`src/rtl/scroll_sequencer.sv`:
```
// scroll_sequencer
//   Turns the vsync level into a one-cycle frame_tick and uses it to run a
//   scroll-offset sequencer: IDLE -> START (START_FRAMES ticks) -> RUN <-> PAUSED.
//   In RUN, every frame tick advances x_offset by the latched step, modulo WRAP,
//   forward or in reverse.
//
// Ports
//   clk          pixel clock (single domain)
//   reset        synchronous, active-high
//   vsync        vertical sync level, sampled on clk
//   speed_in     requested step in pixels per frame (0 behaves as 1)
//   dir_in       0 = offset increases, 1 = offset decreases
//   pause_in     level request to freeze scrolling
//   x_offset     scroll offset, always 0..WRAP-1
//   frame_tick   one-cycle pulse at the start of each frame
//   running      high while the sequencer is in RUN
//   frame_count  free-running frame counter, wraps 255 -> 0
//   state_dbg    current sequencer state (0 IDLE, 1 START, 2 RUN, 3 PAUSED)
//
// Handshake: none. vsync is a free-running level, and every other input is
// only acted on in the cycle where frame_tick is high.
module scroll_sequencer #(
   parameter int WRAP         = 400,
   parameter int RESET_SPEED  = 4,
   parameter int START_FRAMES = 1
) (
   input  logic       clk,
   input  logic       reset,
   input  logic       vsync,
   input  logic [3:0] speed_in,
   input  logic       dir_in,
   input  logic       pause_in,
   output logic [9:0] x_offset,
   output logic       frame_tick,
   output logic       running,
   output logic [7:0] frame_count,
   output logic [1:0] state_dbg
);

   localparam logic [1:0] ST_IDLE   = 2'd0;
   localparam logic [1:0] ST_START  = 2'd1;
   localparam logic [1:0] ST_RUN    = 2'd2;
   localparam logic [1:0] ST_PAUSED = 2'd3;

   localparam logic [10:0] WRAP_W    = 11'(WRAP);
   localparam logic [3:0]  RESET_SPD = 4'(RESET_SPEED);
   localparam logic [7:0]  START_CNT = 8'(START_FRAMES);

   logic [1:0]  state_q, state_d;
   logic        vsync_q, vsync_d;
   logic        frame_tick_q, frame_tick_d;
   logic [9:0]  x_offset_q, x_offset_d;
   logic        running_q, running_d;
   logic [7:0]  frame_count_q, frame_count_d;
   logic [3:0]  spd_q, spd_d;
   logic        dir_q, dir_d;
   logic [7:0]  dly_q, dly_d;

   logic [10:0] step;
   logic [10:0] off_ext;
   logic [10:0] fwd_sum;
   logic [10:0] fwd_val;
   logic [10:0] rev_val;
   logic [10:0] adv_val;

   always_comb begin
      state_d       = state_q;
      x_offset_d    = x_offset_q;
      frame_count_d = frame_count_q;
      dly_d         = dly_q;

      // Edge detect: a tick needs a high sample preceded by a low one, so a
      // vsync held high produces exactly one tick.
      vsync_d      = vsync;
      frame_tick_d = vsync & ~vsync_q;

      // speed/dir are captured on the tick and the same tick uses the
      // captured value; between ticks the held copy is what is presented.
      spd_d = frame_tick_q ? speed_in : spd_q;
      dir_d = frame_tick_q ? dir_in   : dir_q;

      step    = (spd_d == 4'd0) ? 11'd1 : {7'd0, spd_d};
      off_ext = {1'b0, x_offset_q};

      // Modular add/subtract by a single conditional correction, valid
      // because step < WRAP and the offset is always < WRAP.
      fwd_sum = off_ext + step;
      fwd_val = (fwd_sum >= WRAP_W) ? (fwd_sum - WRAP_W) : fwd_sum;
      rev_val = (off_ext < step) ? (off_ext + WRAP_W - step) : (off_ext - step);
      adv_val = dir_d ? rev_val : fwd_val;

      if (frame_tick_q) begin
         frame_count_d = frame_count_q + 8'd1;
         case (state_q)
            ST_IDLE: begin
               state_d = ST_START;
               dly_d   = 8'd0;
            end
            ST_START: begin
               dly_d = dly_q + 8'd1;
               if (dly_q + 8'd1 == START_CNT) begin
                  state_d = ST_RUN;
               end
            end
            ST_RUN: begin
               if (pause_in) begin
                  state_d = ST_PAUSED;
               end else begin
                  x_offset_d = adv_val[9:0];
               end
            end
            default: begin
               // PAUSED: leaving on this tick still leaves the offset alone.
               if (!pause_in) begin
                  state_d = ST_RUN;
               end
            end
         endcase
      end

      running_d = (state_d == ST_RUN);
   end

   always_ff @(posedge clk) begin
      if (reset) begin
         state_q       <= ST_IDLE;
         vsync_q       <= 1'b1;
         frame_tick_q  <= 1'b0;
         x_offset_q    <= 10'd0;
         running_q     <= 1'b0;
         frame_count_q <= 8'd0;
         spd_q         <= RESET_SPD;
         dir_q         <= 1'b0;
         dly_q         <= 8'd0;
      end else begin
         state_q       <= state_d;
         vsync_q       <= vsync_d;
         frame_tick_q  <= frame_tick_d;
         x_offset_q    <= x_offset_d;
         running_q     <= running_d;
         frame_count_q <= frame_count_d;
         spd_q         <= spd_d;
         dir_q         <= dir_d;
         dly_q         <= dly_d;
      end
   end

   assign x_offset    = x_offset_q;
   assign frame_tick  = frame_tick_q;
   assign running     = running_q;
   assign frame_count = frame_count_q;
   assign state_dbg   = state_q;

endmodule

```
`config.mk`:
```
export PLATFORM = sky130hd
export DESIGN_NAME = scroll_sequencer
export DESIGN_NICKNAME = d
export VERILOG_FILES = /design/src/rtl/scroll_sequencer.sv
export SDC_FILE = /design/constraint.sdc
export NUM_CORES = 1
export LEC_CHECK = 0
export ABC_AREA = 1
export ABC_CLOCK_PERIOD_IN_PS = 7400
export CAP_MARGIN = 25
export CORE_ASPECT_RATIO = 1.5
export CORE_MARGIN = 2
export CORE_UTILIZATION = 45
export DETAILED_ROUTE_END_ITERATION = 10
export GPL_ROUTABILITY_DRIVEN = 0
export PLACE_DENSITY = 0.69
export SLEW_MARGIN = 20
export SYNTH_ARGS = -nofsm -noshare
export SYNTH_HDL_FRONTEND = slang
export SYNTH_SLANG_ARGS = --single-unit
```
`constraint.sdc`:
```
create_clock -name clk -period 7.4 [get_ports clk]
set_clock_uncertainty 0.05 [all_clocks]
set_input_delay 2.22 -clock clk [delete_from_list [all_inputs] [get_ports clk]]
set_output_delay 2.22 -clock clk [all_outputs]
set_load 0.005 [all_outputs]
```
Yosys cells after proc, flatten, opt, wreduce, memory -nomap -nowiden
Index checks and enable logic that the tools add are counted.
{ "op_classes": {"magnitude_cmp": 2, "bitwise_logic": 3, "addsub": 7, "n_eq_ne": 4, "n_reduce_logical": 5, "n_mux": 12} }
{ "ops": {"columns": ["operator", "n"], "rows": [
  ["$mux 10", 3],
  ["$sub 10x4->10", 2],
  ["$add 8x1->8 const B", 2],
  ["$pmux 8 s2", 1],
  ["$add 10x4->11", 1],
  ["$ge 11x9->1 const B", 1],
  ["$add 10x9->10 const B", 1],
  ["$lt 10x4->1", 1],
  ["$sub 10x9->10 const B", 1],
  ["$eq 8x1->1 const B", 1],
  ["$mux 2", 4],
  ["$mux 4", 2],
  ["$pmux 2 s3", 1],
  ["$eq 2x2->1 const B", 2],
  ["$logic_not 4->1", 1],
  ["$reduce_and 3->1", 1],
  ["$eq 2x1->1 const B", 1],
  ["$logic_not 2->1", 1],
  ["$not 1->1", 2],
  ["$reduce_and 2->1", 1],
  ["$reduce_bool 2->1", 1],
  ["$and 1x1->1", 1],
  ["$mux 1", 1]
]} }
{ "word_totals": {"regBits": 36, "wordCells": 42, "inputBits": 9} }

Logic depth before layout (Yosys ltp)
Gate-level depths: netlist of run 1.
{ "depth": {"ltp_word": 7, "depth_mapped": 20, "depth_no_buf": 20} }

Worst setup path after synthesis of run 1
No wires, ideal clock.
{ "synth_path": {"path_kind": "input -> register", "start": "input port speed_in[1]", "end": "register x_offset_q[9] (netlist: x_offset[9])", "t_required_ps": 7280, "path_buffers": 0, "setup_ps": 70, "stages": 18, "arrival_time_ps": 4736, "path_slack_ps": 2545, "path_cell_list": "or2_2 o21ai_0 inv_1 o31ai_1 ha_1 inv_1 fa_1 inv_1 o21ai_2 nor2_1 nand2_1 nor2_4 inv_1 nand3_1 nand2_1 a21oi_1 a21oi_1 a21oi_1"} }
{ "synth_between": {"elab_chain_len": 7, "elab_cells_between_ends": 12, "cone_classes": "add/sub (4); order compare (2); mux (5); reduce/logical (1)"} }
{ "synth_rtl": {"columns": ["item", "line", "text"], "rows": [
  ["from (decl)", "30", "input logic [3:0] speed_in,"],
  ["$mux 4 (*)", "79", "spd_d = frame_tick_q ? speed_in : spd_q;"],
  ["net spd_d[1]", "55", "logic [3:0] spd_q, spd_d;"],
  ["$logic_not 4->1", "82", "step = (spd_d == 4'd0) ? 11'd1 : {7'd0, spd_d};"],
  ["$mux 4 (*)", "82", null],
  ["$add 10x4->11", "87", "fwd_sum = off_ext + step;"],
  ["$sub 10x9->10 or $ge 11x9->1 (tied branches)", "88", "fwd_val = (fwd_sum >= WRAP_W) ? (fwd_sum - WRAP_W) : fwd_sum;"],
  ["$mux 10", "88", null],
  ["$mux 10 (*)", "90", "adv_val = dir_d ? rev_val : fwd_val;"],
  ["to (signal assigned)", "139", "x_offset_q <= x_offset_d;"],
  ["to (decl)", "52", "logic [9:0] x_offset_q, x_offset_d;"]
]} }
Mark *: on every way through the listed nets, which the timed path passes. The rest lies on a longest branch.
A chain may end at the register's enable or synchronous reset.

Worst setup path after layout of run 1
{ "layout_path": {"start": "input port speed_in[1]", "end": "register x_offset_q[7] (netlist: x_offset[7])"} }
The elaborated chain is that of the path after synthesis.

==> results of run 1 <==
## where the power goes
| part | internal [W] | switching [W] |
|---|---|---|
| Sequential | 0.000195 | 0.00000154 |
| Clock | 0.0000657 | 0.0000794 |
| Combinational | 0.0000168 | 0.0000272 |
## logic make-up after synthesis
kind of cell / count (synthesis) / synth area share [%]
buffers and inverters: 75 / 11.0
and+or+nand+nor: 189 / 31.2
AOI/OAI and AO/OA: 73 / 14.8
DFF: 36 / 25.2
adders and majority gates: 28 / 13.5
muxes: 1 / 0.349
xor gates and xnor gates: 13 / 3.97
## Yosys cell counts (all sizes together)
cell type	n	area share (%)
nand2	97	14
inv	63	8.4
dfxtp	36	25
nand3	36	7.2
a21oi	35	6.6
nor2	35	5.6
o21ai	27	5.2
ha	23	10
nor3	12	2.3
xor2	10	3.1
buf	7	1.9
fa	5	3.5
a31oi	4	0.87
or2	4	0.87
clkbuf	3	0.39
nand4	3	0.66
xnor2	3	0.92
a221oi	2	0.61
clkinv	2	0.26
o211ai	2	0.52
a211oi	1	0.26
mux2i	1	0.35
nand3b	1	0.26
nor3b	1	0.26
o21bai	1	0.39
o31ai	1	0.26
## worst min-delay path by stage
stage | start | endpoint | cells past startpoint
after floorplan | vsync_q | frame_tick | 1
after global placement | vsync_q | frame_tick | 1
after detailed placement | vsync_q | frame_tick | 1
after CTS | vsync_q | frame_tick | 1
after global routing | vsync_q | frame_tick | 1
final | vsync_q | frame_tick | 1
## state kept, by name (all words and copies together), names as in the netlist
signal	count
x_offset	10
dly_q	8
frame_count	8
spd_q	4
state_dbg	2
dir_q	1
frame_tick	1
running	1
vsync_q	1
## through the flow
stage	util [%]	hold WS, ns
floorplan	-	0.324
global placement	52.2	0.331
detailed placement	52.2	0.336
CTS	53.6	0.347
global route	53.8	0.381
finish	53.8	0.345
## final cells by class
type	count	area [um^2]	share of cell area (%)
Multi-Input combinational cell	304	1830	55.5
Sequential cell	36	721	21.9
Timing Repair Buffer	32	315	9.57
Inverter	65	249	7.56
Tap cell	74	92.6	2.81
Clock buffer	5	68.8	2.09
Clock inverter	3	18.8	0.569
## per-layer routing
layer	vias to the layer above	global-route usage, %	routed length [um]
met5	-	0	0
met4	0	8.30	125
met3	10	2.59	147
met2	40	40.7	3820
met1	1272	21.4	2920
li1	1391	-	-
==> metrics, run 1 <==
clock buffer count from CTS 5; Via density 5.23; pre-CTS setup slack 1.80 ns; R2R cell count 19; CP startpoint speed_in[1]; Max-cap violations 0; synthesized instance count 415; clk buf depth 2; Finish-stage setup viols 0; clk sinks 36; CTS Root Cell clkbuf_8; kind of critical path in2reg; # fillers 621; Unique masters post-synth 42; global-route wire length before repair approximately 12000 um; synthesized flop and latch total 36; Die Y roughly 100 um; # IOs 31; Non-Filler Instances 519; FP Rows 35; Arrival @ worst endpoint 5.47 ns; status finished clean; Routed WL 7010 um; wire length per cell ~14 um; dpl hpwl 5490 um; number of remaining DRC errors 0; CP peak stage delay 0.40 ns; master of the slowest instance on the critical path fa_1; vias in the first global route 2643; Pwr Density 117 nW/um^2; commonest non-fill, non-tap cell in the layout nand2_1; gr usage total approximately a fifth; Inserted Diodes 0; overall power between 0.0003 and 0.0004 W; R2R Path Start frame_tick; Critical Path End x_offset[7]; Post-CTS Resized 0; H-tree depth 2; CP delay by family, top compound AO/OA/AOI/OAI gates; dpl cell area 3200 um^2; Peak VDD IR 54.3 uV; fin nets about 480; most frequent CP cell inv_1; number of port buffers 30; crit-path cells clkdlybuf4s50_1 -> or2_2 -> o21ai_0 -> inv_1 -> o31ai_1 -> ha_1 -> inv_1 -> fa_1 -> inv_1 -> o21ai_2 -> nor2_1 -> nand2_1 -> nor2_4 -> o21ai_0 -> a21oi_1 -> o21ai_0 -> nand2_1 -> inv_1 -> a21oi_1; chip width just under 70 um; Clock transition at path regs roughly 0.08 ns; CTS tree built; crit start category input pin; setup TNS 0 ns; pin count of the biggest net entering global routing 21; Critical Path Sink Type register; antenna-violating nets left 0; Syn-to-layout area delta 15.0%; RR Endpoint x_offset[7]; core area 6130 um^2; fin. max-slew vios 0; fin crit period 5.29 ns; DIE AREA 7030 um^2; syn_nets around 450; RSZ-0062 raised after global routing false; reg2reg setup slack about 3.6 ns; Seq/Total Area, Yosys 25.2%; post-CTS setup buffers 0; cell total after placement 510; fin area 3300 um^2; CP Data Required Time 7.58 ns; Critical Path Stages 19; Iter 0 DRT Violations 102; Syn Area/Cell about 6.9 um^2; Lkg Pwr about 1.5 nW; GRT overflow 0; hold buffer count at cts 0; final period utilization 71.5%; fmax 189 MHz; detailed-route via count 2713; Ys Warns 0; slack of the critical path 2.11 ns; final hold violation count 0; share of cells above drive strength 1 11.0%; Initial Util a little under half; clock latency at the later pin of the worst-skew pair 0.30 ns; CP max FO 10; most frequent cells in the layout 83 x nand2_1, 58 x inv_1, 36 x dfxtp_1; Hold WC Path Type reg2reg; Initial DRT Pass Iterations 5; Worst slew margin 41.7%; Synth Cell Area 2870 um^2; worst path buffer plus inverter count 5; antenna violations before repair 0; Slew @ Worst Pin about 0.87 ns
Power figures use the tool's default switching activity.
==> inputs of run 2 (changes only) <==
- ABC_CLOCK_PERIOD_IN_PS: 7400 -> 4600
- PLACE_DENSITY: 0.69 -> 0.71
- clock period: 7.4 -> 4.6 ns (I/O delays scaled with it)
==> run 2 against run 1 <==
- sequential cell count stayed put
- die area unchanged
- sequential share of layout area fell by 0.20 points
- largest power group unchanged
- global-route usage about the same
- critical endpoint unchanged
- via count rose by 0.33%
- worst setup slack worse by 1.8 ns
- first-iteration DRC count grew 16%
- non-clock buffer count increased by 4
- clock power increased by 52%
==> metrics, run 2 (synthesis gave the netlist of run 1 again) <==
HP Start vsync_q; Finish-stage setup viols 0 (unchanged); vias in the first global route 2691 (+1.8%); chip width 69.2 um (unchanged); Hold WC Path Type reg2reg; crit start category input pin; core area 6130 um^2 (unchanged); slack of the critical path 0.343 ns (-1.77 ns); kind of critical path in2reg; share of cells above drive strength 1 11.8% (+0.79 points); H-tree depth 2 (unchanged); pre-CTS setup slack 0.0759 ns (-1.72 ns); final period utilization 92.6%; clock latency at the later pin of the worst-skew pair 0.28 ns (-0.02 ns); clk buf depth 2 (unchanged); Initial Util 46.7% (unchanged); dpl hpwl 5470 um (-0.26%); Clock transition at path regs 0.08 ns (about the same); antenna violations before repair 0 (unchanged); Slew @ Worst Pin 0.563 ns (-0.308 ns); CP max FO 10 (unchanged); wire length per cell 13.2 um (-2.2%); Lkg Pwr 1.54 nW (+1.2%); Peak VDD IR 107 uV (+98%); master of the slowest instance on the critical path fa_1; Iter 0 DRT Violations 118 (+16%); Critical Path Sink Type register; Die Y 102 um (unchanged); CP peak stage delay 0.41 ns (about the same); RSZ-0062 raised after global routing false; fin nets 485 (+0.83%); Arrival @ worst endpoint 4.42 ns (-1.05 ns); detailed-route via count 2722 (+0.33%); Worst slew margin 62.4% (+21 points); post-CTS setup buffers 0 (unchanged); Max-cap violations 0 (unchanged); number of port buffers 30 (unchanged); fmax 235 MHz; overall power 0.000609 W (+58%); Initial DRT Pass Iterations 4 (-1); Post-CTS Resized 0 (unchanged); commonest non-fill, non-tap cell in the layout nand2_1; global-route wire length before repair 11800 um (about the same); number of remaining DRC errors 0 (unchanged); FP Rows 35 (unchanged); Inserted Diodes 0 (unchanged); Pwr Density 183 nW/um^2 (+56%); Syn-to-layout area delta 16.1%; crit-path cells clkdlybuf4s50_1 -> or2_2 -> o21ai_0 -> inv_1 -> o31ai_1 -> ha_1 -> inv_1 -> fa_1 -> inv_1 -> o21ai_2 -> nor2_1 -> nand2_1 -> nor2_4 -> o21ai_0 -> a21oi_1 -> o21ai_0 -> nand2_1 -> inv_1 -> a21oi_1; reg2reg setup slack 0.94 ns (-2.62 ns); GRT overflow 0 (unchanged); CP Data Required Time 4.76 ns (-2.82 ns); hold buffer count at cts 0 (unchanged); antenna-violating nets left 0 (unchanged); Routed WL 6910 um (-1.4%); most frequent cells in the layout 83 x nand2_1, 58 x inv_1, 36 x dfxtp_1; clk sinks 36 (unchanged); pin count of the biggest net entering global routing 21 (unchanged); CP startpoint speed_in[1]; # IOs 31 (unchanged); CTS tree built; final hold violation count 0 (unchanged); CTS Root Cell clkbuf_8; R2R Path Start frame_tick; fin. max-slew vios 0 (unchanged); Hold WS 0.345 ns (-0.000124 ns); status finished clean; fin crit period 4.26 ns; clock buffer count from CTS 5 (unchanged); # fillers 611 (-1.6%); max FFs per register 10 (unchanged); setup TNS 0 ns (unchanged); Via density 5.20 (-0.44%); DIE AREA 7030 um^2 (unchanged); gr usage total 20.5% (about the same); most frequent CP cell inv_1
run 2: layer usage:
metal / global-route usage (%) / share of wire (%) / vias up
met3: 3.18 / 3.5 / 16
met4: 8.90 / 2.5 / 0
met1: 22.3 / 40 / 1245
li1: - / - / 1394
met5: 0 / 0 / -
met2: 39.0 / 54 / 67
run 2: power breakdown:
group	total (W)	internal [W]	switching, W
registers	0.000317	0.000315	0.00000268
clock network	0.000220	0.000105	0.000115
logic	0.0000717	0.0000289	0.0000428
total	0.000609	0.000449	0.000160
run 2: worst paths after layout:
kind            endpoint  cells past startpoint
min reg2reg   frame_tick                      1
max reg2reg  x_offset[7]                     19
max          x_offset[7]                     19
min           frame_tick                      1
run 2: area by class of cell:
class                           instances  area [um^2]  area share [%]
Clock inverter                          3         18.8           0.564
Inverter                               65          249            7.49
Clock buffer                            5         68.8            2.07
Timing Repair Buffer                   36          345            10.4
Sequential cell                        36          721            21.7
Multi-Input combinational cell        304         1830            55.0
Tap cell                               74         92.6            2.78
run 2: through the flow:
stage          util (%)  instances  cell area [um^2]
5_1_grt            54.2        523              3330
2_1_floorplan         -        415              2870
3_3_place_gp       52.8        515              3240
3_5_place_dp       52.8        515              3240
4_1_cts            54.2        523              3330
6_report           54.2        523              3330
run 2: critical path: cells and delay by family:
family / cells / cell delay (ns)
AO/OA/AOI/OAI: 7 / 0.99
buffers and inverters: 5 / 0.68
adder cells (fa/ha/maj): 2 / 0.62
AND/OR/NAND/NOR: 5 / 0.75
